## src/rtl/read_channel_distributor_pkg.sv

```systemverilog
// ============================================================================
// Module   : read_channel_distributor_pkg
// Brief    : Shared FSM encoding and default widths for the read distributor.
// Revision : 1.0 - initial release
// ============================================================================
`default_nettype none

package read_channel_distributor_pkg;

    // Defaults kept identical to the write-path arbiter so both sides line up.
    localparam int c_num_of_ports       = 16;
    localparam int c_arbiter_data_width = 64;
    localparam int c_des_port_width     = 4;
    localparam int c_cnt_width          = 16;
    localparam int c_timeout_cycles     = 256;

    typedef enum logic [2:0] {
        ST_IDLE    = 3'd0,
        ST_LOCK    = 3'd1,
        ST_STREAM  = 3'd2,
        ST_DISCARD = 3'd3,
        ST_DRAIN   = 3'd4
    } dist_state_t;

endpackage

`default_nettype wire

```

## src/rtl/read_channel_distributor_if.sv

```systemverilog
// ============================================================================
// Module   : read_channel_distributor_if
// Brief    : Read-stream input and per-port output bundle of the distributor.
// Revision : 1.0 - initial release
// ============================================================================
`default_nettype none

interface read_channel_distributor_if
    import read_channel_distributor_pkg::*;
#(
    parameter int NUM_OF_PORTS       = c_num_of_ports,
    parameter int ARBITER_DATA_WIDTH = c_arbiter_data_width,
    parameter int DES_PORT_WIDTH     = c_des_port_width,
    parameter int CNT_WIDTH          = c_cnt_width
);
    logic                                       enable;
    logic [DES_PORT_WIDTH-1:0]                  des_port_in;
    logic [ARBITER_DATA_WIDTH-1:0]              data_in;
    logic                                       data_valid;
    logic                                       ready_out;
    logic [ARBITER_DATA_WIDTH*NUM_OF_PORTS-1:0] port_data_out;
    logic [NUM_OF_PORTS-1:0]                    port_valid_out;
    logic [NUM_OF_PORTS-1:0]                    port_ready_in;
    logic [DES_PORT_WIDTH-1:0]                  active_port;
    logic [CNT_WIDTH-1:0]                       beat_count;
    logic                                       frame_done;
    logic                                       port_err;

    modport master (
        output enable, des_port_in, data_in, data_valid, port_ready_in,
        input  ready_out, port_data_out, port_valid_out, active_port,
               beat_count, frame_done, port_err
    );

    modport slave (
        input  enable, des_port_in, data_in, data_valid, port_ready_in,
        output ready_out, port_data_out, port_valid_out, active_port,
               beat_count, frame_done, port_err
    );

endinterface

`default_nettype wire

```

## src/rtl/read_channel_distributor_port_out_reg.sv

```systemverilog
// ============================================================================
// Module   : read_channel_distributor_port_out_reg
// Brief    : One-entry valid/ready holding register with pass-through ready.
//            Stall watchdog compiled in with `define PORT_TIMEOUT_EN.
// Revision : 1.0 - initial release
// ============================================================================
`default_nettype none

module read_channel_distributor_port_out_reg #(
    parameter int DATA_WIDTH     = 64,
    parameter int TIMEOUT_CYCLES = 256
) (
    input  wire logic                  clk,
    input  wire logic                  rst,
    input  wire logic                  load,
    input  wire logic [DATA_WIDTH-1:0] load_data,
    input  wire logic                  port_ready,
    output logic                       out_vld,
    output logic [DATA_WIDTH-1:0]      out_data,
    output logic                       in_ready,
    output logic                       timeout
);
    logic                  r_vld;
    logic [DATA_WIDTH-1:0] r_data;
    logic                  w_timeout;

    if (TIMEOUT_CYCLES < 2) begin : g_timeout_check
        $error("TIMEOUT_CYCLES must be at least 2");
    end

`ifdef PORT_TIMEOUT_EN
    localparam int c_stall_w = $clog2(TIMEOUT_CYCLES);

    logic [c_stall_w-1:0] r_stall_cnt;
    logic                 w_stall;

    assign w_stall   = r_vld & ~port_ready;
    assign w_timeout = w_stall && (r_stall_cnt == c_stall_w'(TIMEOUT_CYCLES - 1));

    always_ff @(posedge clk) begin
        if (rst || !w_stall || w_timeout) begin
            r_stall_cnt <= '0;
        end else begin
            r_stall_cnt <= r_stall_cnt + c_stall_w'(1);
        end
    end
`else
    assign w_timeout = 1'b0;
`endif

    // Ready passes straight through so a full register still moves one beat/cycle.
    assign in_ready = ~r_vld | port_ready;

    always_ff @(posedge clk) begin
        if (rst) begin
            r_vld  <= 1'b0;
            r_data <= '0;
        end else if (load) begin
            r_vld  <= 1'b1;
            r_data <= load_data;
        end else if (port_ready || w_timeout) begin
            r_vld  <= 1'b0;
        end
    end

    assign out_vld  = r_vld;
    assign out_data = r_data;
    assign timeout  = w_timeout;

endmodule

`default_nettype wire

```

## src/rtl/read_channel_distributor.sv

```systemverilog
// ============================================================================
// Module   : read_channel_distributor
// Brief    : Steers each SRAM read frame to one locked output port through a
//            one-entry output register. Optional: `define PORT_TIMEOUT_EN.
// Revision : 1.0 - initial release
// ============================================================================
`default_nettype none

module read_channel_distributor
    import read_channel_distributor_pkg::*;
#(
    parameter int NUM_OF_PORTS       = c_num_of_ports,
    parameter int ARBITER_DATA_WIDTH = c_arbiter_data_width,
    parameter int DES_PORT_WIDTH     = c_des_port_width,
    parameter int CNT_WIDTH          = c_cnt_width,
    parameter int TIMEOUT_CYCLES     = c_timeout_cycles
) (
    input  wire logic                 clk,
    input  wire logic                 rst,
    read_channel_distributor_if.slave bus
);
    dist_state_t                   r_state;
    logic [DES_PORT_WIDTH-1:0]     r_active_port;
    logic [CNT_WIDTH-1:0]          r_beat_count;
    logic                          r_port_err;

    logic [NUM_OF_PORTS-1:0]       w_port_sel;
    logic                          w_in_range;
    logic                          w_sel_ready;
    logic                          w_out_vld;
    logic [ARBITER_DATA_WIDTH-1:0] w_out_data;
    logic                          w_in_ready;
    logic                          w_ready_out;
    logic                          w_load;
    logic                          w_timeout;
    logic                          w_out_hs;

    assign w_in_range  = (32'(r_active_port) < NUM_OF_PORTS);
    assign w_sel_ready = |(bus.port_ready_in & w_port_sel);
    assign w_out_hs    = w_out_vld & w_sel_ready;

    for (genvar i = 0; i < NUM_OF_PORTS; i++) begin : g_lane
        assign w_port_sel[i]         = (r_active_port == DES_PORT_WIDTH'(i));
        assign bus.port_valid_out[i] = w_port_sel[i] & w_out_vld;
        assign bus.port_data_out[i*ARBITER_DATA_WIDTH +: ARBITER_DATA_WIDTH] =
            (w_port_sel[i] & w_out_vld) ? w_out_data : '0;
    end

    // The beat offered on the enable-fall cycle is deliberately refused.
    always_comb begin
        w_ready_out = 1'b0;
        unique case (r_state)
            ST_STREAM:  w_ready_out = bus.enable & w_in_ready;
            ST_DISCARD: w_ready_out = 1'b1;
            default:    w_ready_out = 1'b0;
        endcase
    end

    assign w_load = (r_state == ST_STREAM) & bus.data_valid & w_ready_out;

    read_channel_distributor_port_out_reg #(
        .DATA_WIDTH     (ARBITER_DATA_WIDTH),
        .TIMEOUT_CYCLES (TIMEOUT_CYCLES)
    ) u_port_out_reg (
        .clk        (clk),
        .rst        (rst),
        .load       (w_load),
        .load_data  (bus.data_in),
        .port_ready (w_sel_ready),
        .out_vld    (w_out_vld),
        .out_data   (w_out_data),
        .in_ready   (w_in_ready),
        .timeout    (w_timeout)
    );

    always_ff @(posedge clk) begin
        if (rst) begin
            r_state       <= ST_IDLE;
            r_active_port <= '0;
            r_beat_count  <= '0;
            r_port_err    <= 1'b0;
        end else begin
            if (w_out_hs && (r_beat_count != '1)) begin
                r_beat_count <= r_beat_count + CNT_WIDTH'(1);
            end
            if (w_timeout) begin
                r_port_err <= 1'b1;
            end
            unique case (r_state)
                ST_IDLE: begin
                    if (bus.enable) begin
                        r_active_port <= bus.des_port_in;
                        r_beat_count  <= '0;
                        r_state       <= ST_LOCK;
                    end
                end
                ST_LOCK: begin
                    if (!w_in_range) begin
                        r_port_err <= 1'b1;
                        r_state    <= bus.enable ? ST_DISCARD : ST_DRAIN;
                    end else begin
                        r_state    <= bus.enable ? ST_STREAM : ST_DRAIN;
                    end
                end
                ST_STREAM: begin
                    if (w_timeout) begin
                        r_state <= ST_DISCARD;
                    end else if (!bus.enable) begin
                        r_state <= ST_DRAIN;
                    end
                end
                ST_DISCARD: begin
                    if (!bus.enable) begin
                        r_active_port <= '0;
                        r_state       <= ST_IDLE;
                    end
                end
                ST_DRAIN: begin
                    if (!w_out_vld) begin
                        r_active_port <= '0;
                        r_state       <= ST_IDLE;
                    end
                end
                default: r_state <= ST_IDLE;
            endcase
        end
    end

    // frame_done is the single cycle spent leaving DRAIN or DISCARD.
    assign bus.frame_done  = ((r_state == ST_DRAIN) & ~w_out_vld) |
                             ((r_state == ST_DISCARD) & ~bus.enable);
    assign bus.ready_out   = w_ready_out;
    assign bus.active_port = r_active_port;
    assign bus.beat_count  = r_beat_count;
    assign bus.port_err    = r_port_err;

endmodule

`default_nettype wire

```

## src/flat_wrapper.sv

```systemverilog
// flat-port wrapper written by rule: the top's interface ports become plain ports
module read_channel_distributor_flat import read_channel_distributor_pkg::*;
#(
    parameter int NUM_OF_PORTS       = c_num_of_ports,
    parameter int ARBITER_DATA_WIDTH = c_arbiter_data_width,
    parameter int DES_PORT_WIDTH     = c_des_port_width,
    parameter int CNT_WIDTH          = c_cnt_width,
    parameter int TIMEOUT_CYCLES     = c_timeout_cycles
)
  (clk, rst, bus_enable, bus_des_port_in, bus_data_in, bus_data_valid, bus_port_ready_in, bus_ready_out, bus_port_data_out, bus_port_valid_out, bus_active_port, bus_beat_count, bus_frame_done, bus_port_err);
  read_channel_distributor_if #(.NUM_OF_PORTS(NUM_OF_PORTS), .ARBITER_DATA_WIDTH(ARBITER_DATA_WIDTH), .DES_PORT_WIDTH(DES_PORT_WIDTH), .CNT_WIDTH(CNT_WIDTH)) bus_i ();
  input  wire logic clk;
  input  wire logic rst;
  input wire logic [$bits(bus_i.enable)-1:0] bus_enable;
  input wire logic [$bits(bus_i.des_port_in)-1:0] bus_des_port_in;
  input wire logic [$bits(bus_i.data_in)-1:0] bus_data_in;
  input wire logic [$bits(bus_i.data_valid)-1:0] bus_data_valid;
  input wire logic [$bits(bus_i.port_ready_in)-1:0] bus_port_ready_in;
  output wire logic [$bits(bus_i.ready_out)-1:0] bus_ready_out;
  output wire logic [$bits(bus_i.port_data_out)-1:0] bus_port_data_out;
  output wire logic [$bits(bus_i.port_valid_out)-1:0] bus_port_valid_out;
  output wire logic [$bits(bus_i.active_port)-1:0] bus_active_port;
  output wire logic [$bits(bus_i.beat_count)-1:0] bus_beat_count;
  output wire logic [$bits(bus_i.frame_done)-1:0] bus_frame_done;
  output wire logic [$bits(bus_i.port_err)-1:0] bus_port_err;
  assign bus_i.enable = bus_enable;
  assign bus_i.des_port_in = bus_des_port_in;
  assign bus_i.data_in = bus_data_in;
  assign bus_i.data_valid = bus_data_valid;
  assign bus_i.port_ready_in = bus_port_ready_in;
  assign bus_ready_out = bus_i.ready_out;
  assign bus_port_data_out = bus_i.port_data_out;
  assign bus_port_valid_out = bus_i.port_valid_out;
  assign bus_active_port = bus_i.active_port;
  assign bus_beat_count = bus_i.beat_count;
  assign bus_frame_done = bus_i.frame_done;
  assign bus_port_err = bus_i.port_err;
  read_channel_distributor #(.NUM_OF_PORTS(NUM_OF_PORTS), .ARBITER_DATA_WIDTH(ARBITER_DATA_WIDTH), .DES_PORT_WIDTH(DES_PORT_WIDTH), .CNT_WIDTH(CNT_WIDTH), .TIMEOUT_CYCLES(TIMEOUT_CYCLES)) u_core (.clk(clk), .rst(rst), .bus(bus_i));
endmodule
```

## config.mk

```make
export PLATFORM = sky130hd
export DESIGN_NAME = read_channel_distributor_flat
export DESIGN_NICKNAME = d
export VERILOG_FILES = /design/src/rtl/read_channel_distributor_pkg.sv /design/src/rtl/read_channel_distributor_if.sv /design/src/rtl/read_channel_distributor_port_out_reg.sv /design/src/rtl/read_channel_distributor.sv /design/src/flat_wrapper.sv
export SDC_FILE = /design/constraint.sdc
export NUM_CORES = 1
export LEC_CHECK = 0
export CAP_MARGIN = 30
export CORE_AREA = 4 4 450 452
export DETAILED_ROUTE_END_ITERATION = 10
export DIE_AREA = 0 0 454 456
export DONT_BUFFER_PORTS = 1
export GPL_TIMING_DRIVEN = 0
export HOLD_SLACK_MARGIN = 0.03
export PLACE_DENSITY = 0.3
export SLEW_MARGIN = 20
export SYNTH_ARGS = -nofsm -noshare
export SYNTH_HDL_FRONTEND = slang
export SYNTH_SLANG_ARGS = --single-unit
```

## constraint.sdc

```tcl
create_clock -name clk -period 3.2 [get_ports clk]
set_input_delay 0.48 -clock clk [delete_from_list [all_inputs] [get_ports clk]]
set_output_delay 0.48 -clock clk [all_outputs]
set_load 0.02 [all_outputs]
```

==> results of run 1 <==
==> path summary, 6_finish.rpt <==
kind / cells past startpoint / slack [ns] / from / endpoint
setup / recovery: 9 / 0.03 / u_core.bus.active_port[3] / bus_port_data_out[777]
setup reg to reg: 10 / 0.34 / u_core.bus.active_port[3] / u_core.u_port_out_reg.out_data[48]
hold reg to reg: 2 / 0.60 / u_core.u_port_out_reg.out_data[24] / u_core.u_port_out_reg.out_data[24]
hold / removal: 2 / 0.17 / bus_data_in[62] / u_core.u_port_out_reg.out_data[62]
==> cell families after synthesis <==
group / after synthesis / share of synthesized area, %
compound gates: 52 / 3.03
xor+xnor: 1 / 0.0805
fa+ha+maj: 1 / 0.115
buf+inv: 206 / 7.53
flops: 88 / 16.2
mux: 69 / 6.36
other cells: 1 / 0.0345
simple gates: 1199 / 66.7
==> registers in the layout (all words and copies together), names as in the netlist <==
| name | flops |
|---|---|
| u_core.bus.active_port | 4 |
| u_core.bus.beat_count | 16 |
| u_core.r_state | 3 |
| u_core.u_port_out_reg.out_data | 64 |
| u_core.u_port_out_reg.out_vld | 1 |
==> placed cells by master (no fill, tap or decap), types with 12 or more instances in the layout <==
cell,synthesis,layout
and2_1,1026,596
dfxtp_1,88,82
buf_12,0,18
diode_2,0,24
clkbuf_8,0,33
and2_2,0,320
clkbuf_4,0,23
mux2i_1,68,68
nand3_1,12,12
buf_4,8,23
buf_16,0,15
buf_6,2,18
clkbuf_16,0,30
and2_4,1,111
clkbuf_1,193,64
clkbuf_2,0,40
a21oi_1,17,17
nor2_1,90,81
==> layout make-up <==
class                   count  share of cell area [%]
multi-input cells        1323                    52.2
well taps                2656                    19.1
flip-flops and latches     88                    10.2
plain buffers             200                    9.64
repair buffers             69                    6.79
clock buffers               9                    1.29
diodes                     24                   0.345
clock inverters             7                   0.338
inverters                   2                  0.0862
==> through the flow <==
step                      setup TNS (ns)  std cells
after CTS                          -8.46       4352
after floorplan                        0       1617
after global placement          -1476.68       4273
after detailed placement         -440.79       4313
final                                  0       4378
after global routing               -3.07       4358
==> metal layers <==
layer	share of wire, %	track usage [%]
met1	41	14.3
met4	3.1	3.84
met2	50	20.4
met5	0.011	0
met3	6.3	2.65
==> critical path: cells and delay by family, from the launching register on <==
| family | cells | cell delay [ns] |
|---|---|---|
| simple gates | 3 | 0.71 |
| flops | 1 | 0.48 |
| buf+inv | 6 | 0.98 |
==> report_power, final <==
group	internal (W)	switching, W
sequential	0.00111	0.0000468
clock	0.000543	0.000689
combinational	0.0000906	0.000199
total	0.00174	0.000935
==> repair_timing <==
| action | 4_1_cts | 5_1_grt |
|---|---|---|
| gates resized for setup | 641 | 198 |
| endpoints found under the setup margin | 1121 | 511 |
| pin swaps | 4 | 4 |
| endpoints found under the hold margin | 0 | 0 |
| setup buffers | 16 | 5 |
| gates cloned | 7 | 1 |
==> qor.csv, run 1 <==
stage;metric;value;unit
worst_setup_path;path_cells;buf_6 > inv_8 > or3_4 > buf_6 > nor2_4 > clkbuf_16 > buf_16 > clkbuf_16 > and2_4;
logic_synthesis;yosysSeqAreaShare;16.2;%
timing;hold_viol_final;0;
logic_synthesis;postSynthCellCount;1617;
logic_synthesis;syn-cell-area;0.0109;mm2
clocking;clk_pin_slew;0.10;ns
layout;fillerInstances;23290;
flow_run;drv_cap;0;
worst_setup_path;end_kind;output port;
floorplan;initial_core_util;5.47;%
worst_setup_path;cp-start-kind;flip-flop;
logic_synthesis;synth_common_cells;1026 x and2_1, 193 x clkbuf_1, 90 x nor2_1;
timing;relSlewSlack;29.4;%
clocking;clk-insertion-delay-late;0.45;ns
clocking;cts_buffer_depth;2;
global_routing;antenna_found_initial;47;
layout;design_area;0.0174;mm2
routing;dr.pass1.iters;5;
floorplan;die_x;454;um
hold_path;hp-class;in -> reg;
logic_synthesis;synth_cell_types;47;
timing;min_period;3.17;ns
layout;syn2layout_area_growth;60.0;%
outcome;status;finished, final reports clean;
worst_setup_path;crit_type;reg -> out;
routing;drtIter0Drc;952;
logic_synthesis;syn_nets;1706;
routing;wl;128000;um
global_routing;grt_max_degree;18;
logic_synthesis;ys_ff_latch;88;
place;place.gp.congestion;0.817;
clocking;clock-sinks;88;
place;placed_cell_area;0.0150;mm2
power_and_ir_drop;ir_drop;0.000331;V
timing;timing.hold.ws;0.174;ns
clocking;cts-root-buf;clkbuf_16;
global_routing;first_global_vias;11755;
worst_setup_path;critPathRequiredTime;2.72;ns
logic_synthesis;synthFlopType;dfxtp_1;
timing;setup_ws;0.0315;ns
worst_setup_path;arrival;2.69;ns
layout;final_nets;1782;
routing;drtAntennaViolNets;0;
logic_synthesis;avgSynthCellArea;6.73;um2
worst_setup_path;critPathMaxFanout;8;
timing;setup_violations;0;
clocking;cts_tree;done;
clocking;cts-buffers-inserted;9;
place;pre_cts_slack;-1.27;ns
power_and_ir_drop;p_per_area;154;mW/mm2
clocking;cts_hold_buf;0;
layout;post_route_cells_drive_above_1_share;40.2;%
timing;skew;0.0247;ns
floorplan;pin_count;1151;
logic_synthesis;synth_top_area_share;59.0;%
global_routing;grt_pass1_wl;154000;um
timing;fmax;316;MHz
place;dpl.hpwl;107000;um
logic_synthesis;synth_area_leaders;and2_1 59%, dfxtp_1 16%, clkbuf_1 6.7%;
worst_setup_path;cp_slowest_stage_delay;0.48;ns
logic_synthesis;yosysWarnings;0;
clocking;h-tree-depth;3;
floorplan;die-area;0.207;mm2
layout;finish.utilization;8.76;%
logic_synthesis;synth-edff-count;0;
timing;slew_violations;0;
logic_synthesis;synth.largest_area_cell;and2_1;
layout;multi_input_area;0.00909;mm2
global_routing;track_usage;11.8;%
place;io_buffers;0;
worst_setup_path;cp_slowest_cell;dfxtp_4;
floorplan;rows;164;
floorplan;die_y;456;um
timing;post-route-period-util;99.0;%
global_routing;grt_overflow_total;0;
routing;drc;0;
logic_synthesis;async_flop_share;0;%
timing;worstMarginPinSlew;1.06;ns
routing;wl_per_cell;29.3;um
timing;rsz0062_at_grt;yes;
power_and_ir_drop;power;0.00267;W
layout;seq_area;0.00178;mm2
routing;vias;12632;
routing;vias_per_cell;2.89;
logic_synthesis;synth_most_common_cell;and2_1;
power_and_ir_drop;cellLeakagePower;6.11;nW
floorplan;coreArea;0.199;mm2
No activity file was read; power rests on OpenSTA's default activity.
==> run 2: changes to the inputs <==
--- a/config.mk
+++ b/config.mk
@@ -6,14 +6,16 @@
 export NUM_CORES = 1
 export LEC_CHECK = 0
 export CAP_MARGIN = 30
-export CORE_AREA = 4 4 450 452
+export CORE_AREA = 2 2 451 453
 export DETAILED_ROUTE_END_ITERATION = 10
-export DIE_AREA = 0 0 454 456
+export DIE_AREA = 0 0 453 455
 export DONT_BUFFER_PORTS = 1
 export GPL_TIMING_DRIVEN = 0
 export HOLD_SLACK_MARGIN = 0.03
 export PLACE_DENSITY = 0.3
+export REMOVE_ABC_BUFFERS = 1
 export SLEW_MARGIN = 20
 export SYNTH_ARGS = -nofsm -noshare
 export SYNTH_HDL_FRONTEND = slang
+export SYNTH_HIERARCHICAL = 1
 export SYNTH_SLANG_ARGS = --single-unit
==> qor.csv, run 2 <==
stage;metric;value;unit;change
power_and_ir_drop;switching_share;34.9;%;was 35.0%
logic_synthesis;yosysWarnings;6;;was 0
logic_synthesis;syn-cell-area;0.0110;mm2;was 0.0109 mm2
global_routing;antenna_found_initial;29;;was 47
layout;multi_input_area;0.00879;mm2;was 0.00909 mm2
timing;post-route-period-util;96.4;%;was 99.0%
routing;vias;11661;;was 12.6k
floorplan;die_x;453;um;was 454 um
logic_synthesis;synth.largest_area_cell;and2_1;;unchanged
floorplan;pin_count;1151;;unchanged
logic_synthesis;async_flop_share;0;%;unchanged
clocking;clk_pin_slew;0.09;ns;was 0.10 ns
layout;final_cell_mix;897 x and2_1, 85 x and2_2, 84 x nor2_1;;was 596 x and2_1, 320 x and2_2, 111 x and2_4
clocking;cts_tree;done;;unchanged
power_and_ir_drop;cellLeakagePower;5.28;nW;was 6.11 nW
clocking;cts_buffer_depth;2;;unchanged
global_routing;grt_pass1_wl;104000;um;was 154000 um
worst_setup_path;arrival;2.60;ns;was 2.69 ns
routing;drtAntennaViolNets;0;;unchanged
clocking;h-tree-depth;3;;unchanged
timing;slew_violations;0;;unchanged
place;dp.cells;4164;;was 4313
power_and_ir_drop;p_int;0.00189;W;was 0.00174 W
worst_setup_path;critPathMostFrequentCell;buf_4;;
logic_synthesis;postSynthCellCount;1615;;was 1617
layout;final_cells;4242;;was 4378
hold_path;hp-class;in -> reg;;unchanged
place;dpl.hpwl;72300;um;was 107000 um
place;place.gp.congestion;0.641;;was 0.817
floorplan;coreArea;0.201;mm2;was 0.199 mm2
logic_synthesis;synth_common_cells;1027 x and2_1, 183 x clkbuf_1, 97 x nor2_1;;was 1026 x and2_1, 193 x clkbuf_1, 90 x nor2_1
layout;largest_reg_flops;64;;unchanged
timing;fmax;324;MHz;was 316 MHz
worst_setup_path;critPathMaxFanout;21;;was 8
worst_setup_path;critPathRequiredTime;2.72;ns;about the same
timing;setup_violations;0;;unchanged
clocking;clock-sinks;89;;was 88
logic_synthesis;yosysSeqAreaShare;16.2;%;about the same
timing;timing.hold.ws;0.124;ns;was 0.174 ns
clocking;cts-buffers-inserted;9;;unchanged
layout;post_route_cells_drive_above_1_share;20.5;%;was 40.2%
worst_setup_path;end_kind;output port;;unchanged
global_routing;grt_overflow_total;0;;unchanged
timing;rsz0062_at_grt;yes;;unchanged
logic_synthesis;synth_cell_types;52;;was 47
timing;hold_viol_final;0;;unchanged
logic_synthesis;avgSynthCellArea;6.82;um2;was 6.73 um2
logic_synthesis;synthFlopType;dfxtp_1;;unchanged
hold_path;worstHoldStart;rst;;was bus_data_in[62]
place;placed_cell_area;0.0149;mm2;was 0.0150 mm2
worst_setup_path;cp-startpoint;u_core/bus.active_port[1];;was u_core.bus.active_port[3]
power_and_ir_drop;p_per_area;180;mW/mm2;was 154 mW/mm2
routing;dr.pass1.iters;5;;unchanged
global_routing;grt_max_degree;69;;was 18
timing;min_period;3.08;ns;was 3.17 ns
power_and_ir_drop;pwr-share-clk;47.2;%;was 46.1%
routing;wl_per_cell;21.2;um;was 29.3 um
timing;relSlewSlack;15.5;%;was 29.4%
global_routing;first_global_vias;9155;;was 11.8k
power_and_ir_drop;ir_drop;0.000311;V;was 0.000331 V
layout;finish.utilization;8.00;%;was 8.76%
power_and_ir_drop;power;0.00290;W;was 0.00267 W
layout;seq_area;0.00181;mm2;was 0.00178 mm2
worst_setup_path;cp_slowest_cell;dfxtp_4;;unchanged
timing;skew;0.0224;ns;was 0.0247 ns
worst_setup_path;cp-start-kind;flip-flop;;unchanged
layout;design_area;0.0161;mm2;was 0.0174 mm2
worst_setup_path;cp_slowest_stage_delay;0.44;ns;was 0.48 ns
layout;final_nets;1631;;was 1782
worst_setup_path;crit_type;reg -> out;;unchanged
power_and_ir_drop;p_comb_share;10.1;%;was 10.8%
routing;drc;0;;unchanged
layout;syn2layout_area_growth;46.2;%;was 60.0%
logic_synthesis;synth_most_common_cell;and2_1;;unchanged
clocking;cts-root-buf;clkbuf_16;;unchanged
floorplan;initial_core_util;5.47;%;about the same
logic_synthesis;synth_top_area_share;58.3;%;was 59.0%
place;io_buffers;0;;unchanged
floorplan;die_y;455;um;was 456 um
worst_setup_path;reg2reg_from;u_core/bus.active_port[1];;was u_core.bus.active_port[3]
timing;worstMarginPinSlew;1.27;ns;was 1.06 ns
clocking;clk-insertion-delay-late;0.47;ns;was 0.45 ns
worst_setup_path;crit_family;simple AND/OR/NAND/NOR gates;;was buffers and inverters
flow_run;drv_cap;0;;unchanged
routing;wl;89700;um;was 128000 um
routing;drtIter0Drc;1395;;was 952
routing;vias_per_cell;2.75;;was 2.89
layout;fillerInstances;23589;;was 23.3k
floorplan;rows;165;;was 164
worst_setup_path;path_cells;buf_4 > nand3b_1 > buf_4 > nor2_4 > buf_12 > and2_1;;was buf_6 > inv_8 > or3_4 > buf_6 > nor2_4 > clkbuf_16 > buf_16 > clkbuf_16 > and2_4
outcome;status;finished, final reports clean;;unchanged
floorplan;die-area;0.206;mm2;was 0.207 mm2
power_and_ir_drop;p_seq_share;42.7;%;was 43.1%
logic_synthesis;ys_ff_latch;89;;was 88
global_routing;track_usage;7.71;%;was 11.8%
logic_synthesis;synth_area_leaders;and2_1 58%, dfxtp_1 16%, mux2i_1 6.4%;;was and2_1 59%, dfxtp_1 16%, clkbuf_1 6.7%
logic_synthesis;synth-edff-count;0;;unchanged
worst_setup_path;critical_path_buf_inv_count;3;;was 6
layout;final_common_cell;and2_1;;unchanged
power_and_ir_drop;p_switching;0.00101;W;was 0.000935 W
==> run 2: cell count changes after synthesis, moves of 4 or more <==
cell	change
o31ai_1	-6
or3_1	-6
nor2_1	+7
clkbuf_1	-10
or4_1	-4
buf_12	+5
a31o_1	+6
nand3_1	-6
o21ai_0	-6
xnor2_1	+5
nand3b_1	+6
and3_1	-4
buf_4	-4
==> run 2: path summary, 6_finish.rpt <==
path                                                           end  slack [ns]  cells past startpoint
worst min-delay path                     u_core/bus.active_port[2]        0.12                      1
worst min register to register           u_core/bus.active_port[2]        0.57                      2
worst max register to register  u_core/u_port_out_reg/out_data[55]        0.15                     15
worst max-delay path                        bus_port_data_out[865]        0.12                      6
==> run 2: logic make-up after synthesis <==
| kind of cell | after synthesis | synth area share [%] |
|---|---|---|
| buf+inv | 208 | 8.21 |
| mux | 70 | 6.36 |
| fa+ha+maj | 1 | 0.114 |
| compound gates | 50 | 3.46 |
| simple gates | 1191 | 65.3 |
| other cells | 1 | 0.0340 |
| flops | 89 | 16.2 |
| xor+xnor | 5 | 0.397 |
==> run 2: metal layers <==
metal / wire, um / global-route usage [%]
met1: 35700 / 9.39
met2: 45400 / 13.7
met3: 6540 / 1.72
met4: 2110 / 1.80
met5: 0 / 0
==> run 2: repair_timing <==
item,CTS,global route
pin swaps,13,5
setup buffers,22,10
endpoints found under the setup margin,1016,198
hold buffers,1,0
gates resized for setup,172,41
endpoints found under the hold margin,8,0
gates cloned,3,5
==> run 2: through the flow <==
stage / setup TNS (ns) / setup WS (ns)
floorplan: -470.91 / -1.62
global placement: -5788.12 / -8.42
detailed placement: -33.61 / -0.408
CTS: -2.97 / -0.122
global route: -0.707 / -0.0289
finish: 0 / 0.116
==> run 2: power groups by stage <==
stage / registers (W) / clock network, W / logic [W]
after floorplan: 0.00120 / 0 / 0.000124
after global placement: 0.00129 / 0 / 0.000170
after detailed placement: 0.00127 / 0 / 0.000204
after CTS: 0.00124 / 0.00155 / 0.000237
after global routing: 0.00124 / 0.00155 / 0.000313
final: 0.00124 / 0.00137 / 0.000293
==> run 2: layout make-up <==
class | count | share of cell area, %
tap | 2672 | 20.8
sequential | 89 | 11.2
inverter | 6 | 0.140
multi-input combinational | 1322 | 54.6
timing repair buffer | 114 | 11.0
clock inverter | 7 | 0.590
antenna | 23 | 0.357
clock buffer | 9 | 1.40
==> run 2: worst reg2reg max path, delay by kind of cell, from the launching register on <==
family | cells | cell delay, ns
simple gates | 6 | 1.13
buf+inv | 5 | 0.77
flops | 1 | 0.53
compound gates | 3 | 0.28
mux | 1 | 0.21
==> run 3: changes to the inputs <==
--- a/config.mk
+++ b/config.mk
@@ -6,16 +6,14 @@
 export NUM_CORES = 1
 export LEC_CHECK = 0
 export CAP_MARGIN = 30
-export CORE_AREA = 2 2 451 453
+export CORE_AREA = 2 2 448 450
 export DETAILED_ROUTE_END_ITERATION = 10
-export DIE_AREA = 0 0 453 455
+export DIE_AREA = 0 0 450 452
 export DONT_BUFFER_PORTS = 1
-export GPL_TIMING_DRIVEN = 0
 export HOLD_SLACK_MARGIN = 0.03
 export PLACE_DENSITY = 0.3
 export REMOVE_ABC_BUFFERS = 1
 export SLEW_MARGIN = 20
 export SYNTH_ARGS = -nofsm -noshare
 export SYNTH_HDL_FRONTEND = slang
-export SYNTH_HIERARCHICAL = 1
 export SYNTH_SLANG_ARGS = --single-unit
==> qor.csv, run 3 (synthesized netlist as in run 1, its figures left out) <==
stage;metric;value;unit;change
layout;final_common_cell;and2_1;;unchanged
global_routing;antenna_found_initial;27;;was 29
hold_path;hp-class;in -> reg;;unchanged
floorplan;rows;164;;was 165
layout;final_cell_mix;1025 x and2_1, 81 x dfxtp_1, 78 x nor2_1;;was 897 x and2_1, 85 x and2_2, 84 x nor2_1
timing;rsz0062_at_grt;no;;was yes
layout;final_nets;1599;;was 1631
worst_setup_path;crit_type;reg -> out;;unchanged
global_routing;track_usage;7.89;%;was 7.71%
clocking;clock-sinks;88;;was 89
worst_setup_path;crit_family;simple AND/OR/NAND/NOR gates;;unchanged
routing;wl;87200;um;was 89700 um
clocking;cts_buffer_depth;2;;unchanged
floorplan;die_y;452;um;was 455 um
place;place.gp.congestion;0.672;;was 0.641
place;dpl.hpwl;65100;um;was 72300 um
worst_setup_path;path_cells;buf_4 > nand2b_1 > buf_4 > nor2_4 > buf_12 > and2_1;;was buf_4 > nand3b_1 > buf_4 > nor2_4 > buf_12 > and2_1
worst_setup_path;critPathRequiredTime;2.72;ns;about the same
floorplan;die-area;0.203;mm2;was 0.206 mm2
worst_setup_path;end_kind;output port;;unchanged
timing;fmax;322;MHz;was 324 MHz
layout;largest_reg_flops;64;;unchanged
routing;vias;11426;;was 11.7k
clocking;clk-insertion-delay-late;0.46;ns;was 0.47 ns
worst_setup_path;cp-start-kind;flip-flop;;unchanged
worst_setup_path;cp_slowest_stage_delay;0.59;ns;was 0.44 ns
global_routing;grt_pass1_wl;105000;um;was 104000 um
timing;worstMarginPinSlew;1.06;ns;was 1.27 ns
worst_setup_path;critPathMaxFanout;65;;was 21
timing;post-route-period-util;97.2;%;was 96.4%
timing;hold_viol_final;0;;unchanged
global_routing;grt_overflow_total;0;;unchanged
timing;slew_violations;0;;unchanged
clocking;cts-buffers-inserted;9;;unchanged
layout;post_route_cells_drive_above_1_share;8.65;%;was 20.5%
timing;relSlewSlack;29.5;%;was 15.5%
clocking;h-tree-depth;3;;unchanged
global_routing;grt_max_degree;70;;was 69
timing;skew;0.0248;ns;was 0.0224 ns
flow_run;drv_cap;0;;unchanged
outcome;status;finished, final reports clean;;unchanged
worst_setup_path;arrival;2.63;ns;was 2.60 ns
routing;dr.pass1.iters;5;;unchanged
place;pre_cts_slack;0.413;ns;was -0.408 ns
floorplan;pin_count;1151;;unchanged
global_routing;first_global_vias;9299;;was 9155
routing;drc;0;;unchanged
timing;setup_ws;0.0896;ns;was 0.116 ns
power_and_ir_drop;cellLeakagePower;4.80;nW;was 5.28 nW
routing;vias_per_cell;2.72;;was 2.75
layout;syn2layout_area_growth;37.2;%;was 46.2%
timing;setup_violations;0;;unchanged
timing;fin_tns_setup;0;ns;unchanged
floorplan;coreArea;0.199;mm2;was 0.201 mm2
power_and_ir_drop;power;0.00268;W;was 0.00290 W
floorplan;die_x;450;um;was 453 um
routing;drtAntennaViolNets;0;;unchanged
worst_setup_path;cp_slowest_cell;dfxtp_1;;was dfxtp_4
timing;min_period;3.11;ns;was 3.08 ns
routing;wl_per_cell;20.8;um;was 21.2 um
hold_path;worstHoldStart;rst;;unchanged
clocking;cts_tree;done;;unchanged
layout;finish.utilization;7.52;%;was 8.00%
power_and_ir_drop;p_per_area;179;mW/mm2;was 180 mW/mm2
clocking;cts-root-buf;clkbuf_16;;unchanged
worst_setup_path;critPathMostFrequentCell;buf_4;;unchanged
power_and_ir_drop;ir_drop;0.000312;V;was 0.000311 V
routing;drtIter0Drc;1217;;was 1395
worst_setup_path;critical_path_buf_inv_count;3;;unchanged
place;io_buffers;0;;unchanged
floorplan;initial_core_util;5.48;%;was 5.47%
worst_setup_path;cp-startpoint;u_core.bus.active_port[2];;was u_core/bus.active_port[1]
worst_setup_path;reg2reg_from;u_core.bus.active_port[2];;was u_core/bus.active_port[1]
clocking;clk_pin_slew;0.09;ns;about the same
[run 3: changes by cell type in the layout (fill, tap and decap cells not counted), sizes merged, moves of 7 or more]
cell	delta
nor2	-11
diode	+7
a31o	-7
buf	-25
[run 3: layout make-up]
type / instances / area [um2]
Clock inverter: 6 / 72.6
Antenna cell: 30 / 75.1
Tap cell: 2656 / 3320
Sequential cell: 88 / 1770
Clock buffer: 10 / 239
Multi-Input combinational cell: 1323 / 8430
Timing Repair Buffer: 86 / 1010
Inverter: 2 / 7.51
Fill cell: 23434 / 184000
[run 3: worst paths after layout]
check                                            end  slack (ns)  depth (start not counted)
setup / recovery              bus_port_data_out[212]        0.09                          6
hold / removal             u_core.bus.active_port[2]        0.11                          1
setup reg to reg  u_core.u_port_out_reg.out_data[55]        0.45                         10
hold reg to reg            u_core.bus.beat_count[13]        0.61                          2
[run 3: power by group]
group / switching (W) / internal (W) / leakage [nW] / total, W
registers: 0.0000494 / 0.00111 / 0.713 / 0.00115
clock network: 0.000703 / 0.000640 / 0.156 / 0.00134
logic: 0.000119 / 0.0000595 / 3.94 / 0.000179
[run 3: timing repair]
item                       CTS  global route
setup endpoints to repair  161            38
gates resized for setup      3             4
hold endpoints to repair     6             1
hold buffers                 1             1
buffers inserted             1             0
pin swaps                    1             0
[run 3: metrics by stage]
step / cell area (um2) / hold slack, ns / instances
2_1_floorplan: 10100 / 0.549 / 1413
3_3_place_gp: 14400 / 0.570 / 4147
3_5_place_dp: 14400 / 0.573 / 4148
4_1_cts: 14800 / 0.0327 / 4166
5_1_grt: 14900 / 0.0416 / 4172
6_report: 14900 / 0.110 / 4201
[run 3: layer usage]
metal	global-route usage [%]	share of wire (%)	vias to the layer above
met5	0	0	-
met4	2.47	2.4	0
met3	1.83	6.7	91
met2	14.2	52	760
met1	9.17	39	5810
li1	-	-	4765
